`src/rtl/enemy_spawn_scheduler_if.sv`:
```
// Bundle between the game-state logic / enemy instances and the spawn scheduler.
// The master side drives game status and slot occupancy; the slave side is the scheduler.
interface enemy_spawn_scheduler_if #(
  parameter int NUM_SLOTS  = 2,
  parameter int INTERVAL_W = 5
);
  logic                    run;
  logic                    collision;
  logic [NUM_SLOTS-1:0]    slot_busy;
  logic [NUM_SLOTS-1:0]    spawn_en;
  logic [2*NUM_SLOTS-1:0]  spawn_lane;
  logic [7:0]              spawn_count;
  logic [INTERVAL_W-1:0]   interval;
  logic [1:0]              state;

  modport master (
    output run, collision, slot_busy,
    input  spawn_en, spawn_lane, spawn_count, interval, state
  );

  modport slave (
    input  run, collision, slot_busy,
    output spawn_en, spawn_lane, spawn_count, interval, state
  );
endinterface

```
`src/rtl/enemy_spawn_scheduler.sv`:
```
// Decides when an enemy car enters the track, picks a non-repeating lane from an LFSR,
// and loads the lowest free enemy slot with a one-cycle enable pulse.
module enemy_spawn_scheduler #(
  parameter int         NUM_SLOTS     = 2,
  parameter int         INTERVAL_W    = 5,
  parameter int         INIT_INTERVAL = 15,
  parameter int         MIN_INTERVAL  = 4,
  parameter int         SPEEDUP_EVERY = 8,
  parameter logic [7:0] LFSR_SEED     = 8'hA5
) (
  input  logic                      spawn_clk,
  input  logic                      reset,
  enemy_spawn_scheduler_if.slave    bus
);

  localparam int SPEED_W = (SPEEDUP_EVERY > 1) ? $clog2(SPEEDUP_EVERY) : 1;
  localparam logic [INTERVAL_W-1:0] INTERVAL_ONE  = INTERVAL_W'(1);
  localparam logic [INTERVAL_W-1:0] INTERVAL_INIT = INTERVAL_W'(INIT_INTERVAL);
  localparam logic [INTERVAL_W-1:0] INTERVAL_MIN  = INTERVAL_W'(MIN_INTERVAL);
  localparam logic [SPEED_W-1:0]    SPEED_LAST    = SPEED_W'(SPEEDUP_EVERY - 1);
  localparam logic [2*NUM_SLOTS-1:0] LANES_CENTER = {NUM_SLOTS{2'b01}};

  typedef enum logic [1:0] {
    IDLE  = 2'd0,
    COUNT = 2'd1,
    SPAWN = 2'd2,
    HALT  = 2'd3
  } state_t;

  state_t                  state_q;
  logic [INTERVAL_W-1:0]   counter_q;
  logic [INTERVAL_W-1:0]   interval_q;
  logic [SPEED_W-1:0]      speedCnt_q;
  logic [7:0]              spawnCount_q;
  logic [1:0]              lastLane_q;
  logic [7:0]              lfsr_q;
  logic [NUM_SLOTS-1:0]    spawnEn_q;
  logic [2*NUM_SLOTS-1:0]  spawnLane_q;

  logic [7:0]              lfsr_d;
  logic [1:0]              rawLane;
  logic [1:0]              lane_d;
  logic [NUM_SLOTS-1:0]    grant;

  // Lane candidate comes from the current LFSR value; a repeat of the previous lane
  // is bumped to the next lane so consecutive spawns never share one.
  always_comb begin
    lfsr_d  = {lfsr_q[6:0], lfsr_q[7] ^ lfsr_q[5] ^ lfsr_q[4] ^ lfsr_q[3]};
    rawLane = (lfsr_q[1:0] == 2'd3) ? 2'd1 : lfsr_q[1:0];
    lane_d  = rawLane;
    if (rawLane == lastLane_q) begin
      lane_d = (rawLane == 2'd2) ? 2'd0 : rawLane + 2'd1;
    end
    grant = ~bus.slot_busy & (bus.slot_busy + NUM_SLOTS'(1));
  end

  // Priority per edge: reset, then collision, then run dropping, then the normal sequence.
  always_ff @(posedge spawn_clk) begin
    if (reset) begin
      state_q      <= IDLE;
      counter_q    <= '0;
      interval_q   <= INTERVAL_INIT;
      speedCnt_q   <= '0;
      spawnCount_q <= '0;
      lastLane_q   <= 2'd1;
      lfsr_q       <= LFSR_SEED;
      spawnEn_q    <= '0;
      spawnLane_q  <= LANES_CENTER;
    end else begin
      lfsr_q    <= lfsr_d;
      spawnEn_q <= '0;
      if (state_q == HALT) begin
        state_q <= HALT;
      end else if (bus.collision && (state_q == COUNT || state_q == SPAWN)) begin
        state_q <= HALT;
      end else if (!bus.run) begin
        state_q   <= IDLE;
        counter_q <= '0;
      end else begin
        case (state_q)
          IDLE: begin
            if (!bus.collision) begin
              state_q   <= COUNT;
              counter_q <= '0;
            end
          end
          COUNT: begin
            counter_q <= counter_q + INTERVAL_ONE;
            if (counter_q == interval_q - INTERVAL_ONE) begin
              state_q <= SPAWN;
            end
          end
          SPAWN: begin
            if (|grant) begin
              spawnEn_q <= grant;
              for (int k = 0; k < NUM_SLOTS; k++) begin
                if (grant[k]) begin
                  spawnLane_q[2*k +: 2] <= lane_d;
                end
              end
              lastLane_q <= lane_d;
              counter_q  <= '0;
              state_q    <= COUNT;
              if (spawnCount_q != 8'hFF) begin
                spawnCount_q <= spawnCount_q + 8'd1;
              end
              // The interval shrinks once per SPEEDUP_EVERY spawns, even after the count saturates.
              if (speedCnt_q == SPEED_LAST) begin
                speedCnt_q <= '0;
                if (interval_q > INTERVAL_MIN) begin
                  interval_q <= interval_q - INTERVAL_ONE;
                end
              end else begin
                speedCnt_q <= speedCnt_q + SPEED_W'(1);
              end
            end
          end
          HALT: begin
            state_q <= HALT;
          end
          default: begin
            state_q <= IDLE;
          end
        endcase
      end
    end
  end

  assign bus.spawn_en    = spawnEn_q;
  assign bus.spawn_lane  = spawnLane_q;
  assign bus.spawn_count = spawnCount_q;
  assign bus.interval    = interval_q;
  assign bus.state       = state_q;

endmodule

```
`src/flat_wrapper.sv`:
```
// flat-port wrapper written by rule: the top's interface ports become plain ports
module enemy_spawn_scheduler_flat 
#(
  parameter int         NUM_SLOTS     = 2,
  parameter int         INTERVAL_W    = 5,
  parameter int         INIT_INTERVAL = 15,
  parameter int         MIN_INTERVAL  = 4,
  parameter int         SPEEDUP_EVERY = 8,
  parameter logic [7:0] LFSR_SEED     = 8'hA5
)
  (spawn_clk, reset, bus_run, bus_collision, bus_slot_busy, bus_spawn_en, bus_spawn_lane, bus_spawn_count, bus_interval, bus_state);
  enemy_spawn_scheduler_if #(.NUM_SLOTS(NUM_SLOTS), .INTERVAL_W(INTERVAL_W)) bus_i ();
  input  logic spawn_clk;
  input  logic reset;
  input wire logic [$bits(bus_i.run)-1:0] bus_run;
  input wire logic [$bits(bus_i.collision)-1:0] bus_collision;
  input wire logic [$bits(bus_i.slot_busy)-1:0] bus_slot_busy;
  output wire logic [$bits(bus_i.spawn_en)-1:0] bus_spawn_en;
  output wire logic [$bits(bus_i.spawn_lane)-1:0] bus_spawn_lane;
  output wire logic [$bits(bus_i.spawn_count)-1:0] bus_spawn_count;
  output wire logic [$bits(bus_i.interval)-1:0] bus_interval;
  output wire logic [$bits(bus_i.state)-1:0] bus_state;
  assign bus_i.run = bus_run;
  assign bus_i.collision = bus_collision;
  assign bus_i.slot_busy = bus_slot_busy;
  assign bus_spawn_en = bus_i.spawn_en;
  assign bus_spawn_lane = bus_i.spawn_lane;
  assign bus_spawn_count = bus_i.spawn_count;
  assign bus_interval = bus_i.interval;
  assign bus_state = bus_i.state;
  enemy_spawn_scheduler #(.NUM_SLOTS(NUM_SLOTS), .INTERVAL_W(INTERVAL_W), .INIT_INTERVAL(INIT_INTERVAL), .MIN_INTERVAL(MIN_INTERVAL), .SPEEDUP_EVERY(SPEEDUP_EVERY), .LFSR_SEED(LFSR_SEED)) u_core (.spawn_clk(spawn_clk), .reset(reset), .bus(bus_i));
endmodule
```
`config.mk`:
```
export PLATFORM = sky130hd
export DESIGN_NAME = enemy_spawn_scheduler_flat
export DESIGN_NICKNAME = d
export VERILOG_FILES = /design/src/rtl/enemy_spawn_scheduler_if.sv /design/src/rtl/enemy_spawn_scheduler.sv /design/src/flat_wrapper.sv
export SDC_FILE = /design/constraint.sdc
export NUM_CORES = 1
export LEC_CHECK = 0
export BUFFER_PORTS_ARGS = -buffer_cell sky130_fd_sc_hd__buf_2
export CORE_UTILIZATION = 30
export DETAILED_ROUTE_END_ITERATION = 8
export PLACE_DENSITY = 0.59
export SETUP_SLACK_MARGIN = 0.1
export SLEW_MARGIN = 10
export SYNTH_ARGS = -nofsm -noshare
export SYNTH_HDL_FRONTEND = slang
export SYNTH_SLANG_ARGS = --single-unit
```
`constraint.sdc`:
```
create_clock -name spawn_clk -period 2.1 [get_ports spawn_clk]
set_clock_uncertainty 0.2 [all_clocks]
set_input_delay 0.105 -clock spawn_clk [delete_from_list [all_inputs] [get_ports spawn_clk]]
set_output_delay 0.105 -clock spawn_clk [all_outputs]
set_load 0.02 [all_outputs]
```
# Word level (Yosys, flattened, before mapping)
# Cells that the tools add are included.
[classes]
addsub = 6
order_cmp = 1
eq_ne = 15
mux = 15
bitwise = 10
n_reduce_logical = 12
[op_table]
columns = ["cell", "count"]
rows = [
  ["2-bit two-way mux", 9],
  ["6-bit AND reduction", 3],
  ["5-bit two-way mux", 3],
  ["5-bit case mux with 3 select lines", 1],
  ["5-bit by 4-bit inequality test with 1-bit output, second input constant", 2],
  ["5-bit AND reduction", 2],
  ["8-bit by 1-bit adder with 8-bit output, second input constant", 1],
  ["2-bit equality test, second input constant", 4],
  ["8-bit inequality test, second input constant", 1],
  ["7-bit AND reduction", 1],
  ["3-bit inequality test, second input constant", 2],
  ["2-bit case mux with 3 select lines", 1],
  ["6-bit OR reduction", 1],
  ["5-bit by 1-bit adder with 5-bit output, second input constant", 1],
  ["5-bit equality test", 1],
  ["5-bit by 3-bit > comparator with 1-bit output, second input constant", 1],
  ["5-bit by 3-bit inequality test with 1-bit output, second input constant", 1],
  ["1-bit NOT", 5],
  ["5-bit by 1-bit subtractor with 5-bit output, second input constant", 1],
  ["2-bit by 1-bit adder with 2-bit output, second input constant", 2],
  ["4-bit by 1-bit inequality test with 1-bit output, second input constant", 1],
  ["3-bit by 1-bit adder with 3-bit output, second input constant", 1],
  ["3-bit equality test, second input constant", 1],
  ["3-bit two-way mux", 1],
  ["10 further kinds", 12],
]
[totals]
ff_bits = 39
inputBits = 6
output_inout_bits = 21
wordCells = 69

# Depth between registers and ports, before layout
[depth]
ltp_word = 8
mapped_depth = 9
mapped_depth_nobuf = 7

# Least setup slack after synthesis
# OpenSTA, ideal clock, no wires.
[synth_timing]
path_kind = "register -> register"
from = "reg u_core.state_q[0] (netlist: u_core.bus.state[0])"
to = "reg u_core.spawnCount_q[6] (netlist: u_core.bus.spawn_count[6])"
setup_ps = 135
t_arrival_ps = 2072
required_time_ps = 1765
path_slack_ps = -307
path_stages_with_launch = 9
n_path_buf = 2
synth_period_minus_slack_ps = 2407
cell_sequence = "dfxtp_1 > inv_1 > ha_1 > a21o_1 > or3_1 > buf_2 > buf_6 > nor4_1 > a211oi_1"
[synth_via]
elab_chain_cells = 5
elab_cells_between_ends = 8
cone_classes = "eq/ne: 3; bitwise: 2; reduce/logical: 3"
[synth_lines]
columns = ["element", "line_no", "rtl"]
rows = [
  ["start, declared", "enemy_spawn_scheduler.sv:30", "state_t state_q;"],
  ["start signal, assigned", "enemy_spawn_scheduler.sv:60", "state_q <= IDLE;"],
  ["start signal, assigned", "enemy_spawn_scheduler.sv:73", "state_q <= HALT;"],
  ["start signal, assigned", "enemy_spawn_scheduler.sv:75", "state_q <= HALT;"],
  ["2-bit by 1-bit equality test with 1-bit output or 2-bit equality test (tied branches)", "enemy_spawn_scheduler.sv:74, enemy_spawn_scheduler.sv:80", ""],
  ["1-bit logical OR", "enemy_spawn_scheduler.sv:74", "end else if (bus.collision && (state_q == COUNT || state_q == SPAWN)) begin"],
  ["1-bit logical AND", "enemy_spawn_scheduler.sv:74", ""],
  ["1-bit NOT (no source line)", "--", ""],
  ["6-bit AND reduction (no source line) (*)", "--", ""],
  ["end signal, assigned", "enemy_spawn_scheduler.sv:105", "spawnCount_q <= spawnCount_q + 8'd1;"],
  ["end, declared", "enemy_spawn_scheduler.sv:34", "logic [7:0] spawnCount_q;"],
]
# Every way passes the cells marked *; elsewhere a longest branch is shown, timed or not.
# A chain may end at the register's enable or synchronous reset.

# Final worst setup path
[layout_timing]
from = "reg u_core.state_q[0] (netlist: u_core.bus.state[0])"
to = "reg u_core.spawnCount_q[4] (netlist: u_core.bus.spawn_count[4])"
# Same word-level chain as after synthesis.

==> impl_metrics.json <==
{
  "core_area_um2": 6030,
  "postSynthCellCount": 213,
  "die_area_um2": 6670,
  "yosysWarningCount": 0,
  "vias_per_cell": 4.97,
  "grt_usage": 0.139,
  "ios": 27,
  "critPathSlowestCell": "dfxtp_4",
  "tightest_slew_ns": 0.455,
  "cp_cell_sequence": "inv_4 > ha_4 > a21o_1 > or3_1 > buf_6 > nor4b_4 > xnor2_1 > nor2_1",
  "worstPathRequired_ns": 2.08,
  "hp-start": "reset",
  "hold_viol": 0,
  "synth.avg_cell_area_um2": 8.93,
  "chipWidth_um": 81.6,
  "ys_top_cells_by_area": "dfxtp_1 41%, ha_1 6.6%, xnor2_1 5.5%, nor2_1 4.7%, nand2_1 3.0%",
  "synth_top_area_frac": 0.410,
  "dpl_cell_area_um2": 2240,
  "cts_tree": "yes",
  "path_class": "reg -> reg",
  "final_nets": 274,
  "design_area_um2": 2560,
  "dpl.cell_count": 320,
  "ys_seq_elements": 39,
  "yosysMostFrequentCell": "dfxtp_1",
  "drt_iter0_drc": 64,
  "area_growth_syn_to_layout_pct": 34.3,
  "hold_ws_ns": 0.0122,
  "synth_nets": 229,
  "maxCapViolCount": 0,
  "fin_crit_ns": 2.07,
  "drv_slew": 0,
  "max_freq_ghz": 0.484,
  "cts.htree.levels": 2,
  "post-route-util": 0.424,
  "globalRouteOverflowTotal": 0,
  "synth_area_um2": 1900,
  "crit_arrival_ns": 2.05,
  "cts_root_buffer": "clkbuf_8",
  "rsz0062_at_grt": "true",
  "ant_nets": 0,
  "wl_per_cell_um": 13.0,
  "die_h_um": 81.6,
  "worstPathMaxFanout": 8,
  "grt_max_degree": 31,
  "fin_setup_tns_ns": 0,
  "startpoint_type": "register",
  "antenna_found_initial": 0,
  "clk_pin_slew_worst_paths_ns": 0.08,
  "drive_above_1_share": 0.351,
  "grt_pass1_vias": 1466,
  "yosys.area.top_type": "dfxtp_1",
  "hpwlAfterDp_um": 2950,
  "crit_path_end_kind": "register",
  "finalSetupViolations": 0,
  "crit_start": "u_core.bus.state[0]",
  "yosys-top-cells-count": "39 x dfxtp_1, 24 x nor2_1, 15 x nand2_1, 12 x xnor2_1",
  "clock_latency_ns": 0.30,
  "ys_types": 47,
  "initial_core_util": 0.316,
  "finalNonFillerCells": 334,
  "grt_pass1_wl_um": 6980,
  "yosysSeqAreaShare": 0.410,
  "slew_headroom": 0.696,
  "ir_drop_mv": 0.459,
  "period_share": 0.984,
  "remaining_drc_errors": 0,
  "synthFlopType": "dfxtp_1",
  "portBuffers": 26,
  "cts.sinks": 39,
  "slowest_delay_ns": 0.37,
  "synth_enable_flop_cells": 0,
  "cts_buffers": 5,
  "hold_path.class": "in -> reg",
  "num_antenna_cells": 0,
  "status": "complete, no violations",
  "num_rows": 28,
  "rr_startpoint": "u_core.bus.state[0]",
  "num_vias": 1659,
  "clockBufferDepth": 2,
  "finalWirelength_um": 4360,
  "globalplace.congestion": 0.796,
  "power_density_nw_per_um2": 771,
  "async_reset_ff_frac": 0,
  "drt-pass1-iter-count": 4,
  "leakagePower_nw": 1.01
}
[what timing repair did]
action	CTS	global route
setup endpoints to repair	16	20
gates resized for setup	8	24
endpoints found under the hold margin	3	0
buffers inserted	2	1
pin swaps	8	13
hold buffers	3	0
[logic make-up after synthesis]
logic type,after synthesis,synth area share
mux,2,0.0105
buf+inv,14,0.0368
xor+xnor,17,0.0782
flops,39,0.410
simple gates,92,0.263
compound gates,39,0.135
fa+ha+maj,10,0.0657
[flip-flops by register name (all words and copies together), names as in the netlist]
| name | count |
|---|---|
| u_core.bus.interval | 5 |
| u_core.bus.spawn_count | 8 |
| u_core.bus.spawn_en | 2 |
| u_core.bus.spawn_lane | 4 |
| u_core.bus.state | 2 |
| u_core.counter_q | 5 |
| u_core.lastLane_q | 2 |
| u_core.lfsr_q | 8 |
| u_core.speedCnt_q | 3 |
[per-layer routing]
| layer | wire length (um) | track usage |
|---|---|---|
| met3 | 196 | 0.0467 |
| met2 | 1860 | 0.214 |
| met1 | 2260 | 0.186 |
| met4 | 42 | 0.0368 |
| met5 | 0 | 0 |
[worst paths after layout]
kind / to / slack (ns) / cells past startpoint
setup / recovery: u_core.bus.spawn_count[4] / 0.03 / 8
hold / removal: u_core.bus.interval[0] / 0.01 / 4
setup reg to reg: u_core.bus.spawn_count[4] / 0.03 / 8
hold reg to reg: u_core.lfsr_q[7] / 0.22 / 1
[power by group]
group / switching, mW / internal (mW) / leakage [nW] / total [mW]
sequential: 0.0419 / 0.788 / 0.318 / 0.830
clock: 0.270 / 0.337 / 0.0594 / 0.607
combinational: 0.292 / 0.243 / 0.630 / 0.535
[metrics by stage]
stage | worst slack, ns | power, mW
6_report | 0.0334 | 1.97
2_1_floorplan | -0.00221 | 1.13
3_3_place_gp | 0.0303 | 1.29
5_1_grt | -0.0401 | 2.10
3_5_place_dp | -0.00479 | 1.29
4_1_cts | 0.0356 | 1.94
[final cells by class]
cell class | instances | area (um^2)
Clock buffer | 7 | 108
Clock inverter | 1 | 5.00
Fill cell | 594 | 3470
Inverter | 6 | 25.0
Multi-Input combinational cell | 160 | 1240
Sequential cell | 39 | 790
Tap cell | 75 | 93.8
Timing Repair Buffer | 46 | 299
[cells in the final DEF (no fill, tap or decap), drive strengths merged, types with 6 or more instances in the layout]
cell type  Yosys  final
nor2b          7      7
nor3b          6      6
xnor2         12     12
dfxtp         39     39
nand2         15     15
ha            10     10
nor2          24     24
buf            4     43
a21oi         10     10
nor3          11     11
nand3         10     10
o21ai          7      7
clkbuf         4      7
[worst max-delay path, delay by kind of cell, from the launching register on]
family                   cells  cell delay [ns]
adder cells (fa/ha/maj)      1             0.22
XOR/XNOR                     1             0.14
AND/OR/NAND/NOR              3             0.63
AO/OA/AOI/OAI                1             0.16
flip-flops                   1             0.37
buffers and inverters        2             0.20
No activity file was read; power rests on OpenSTA's default activity.
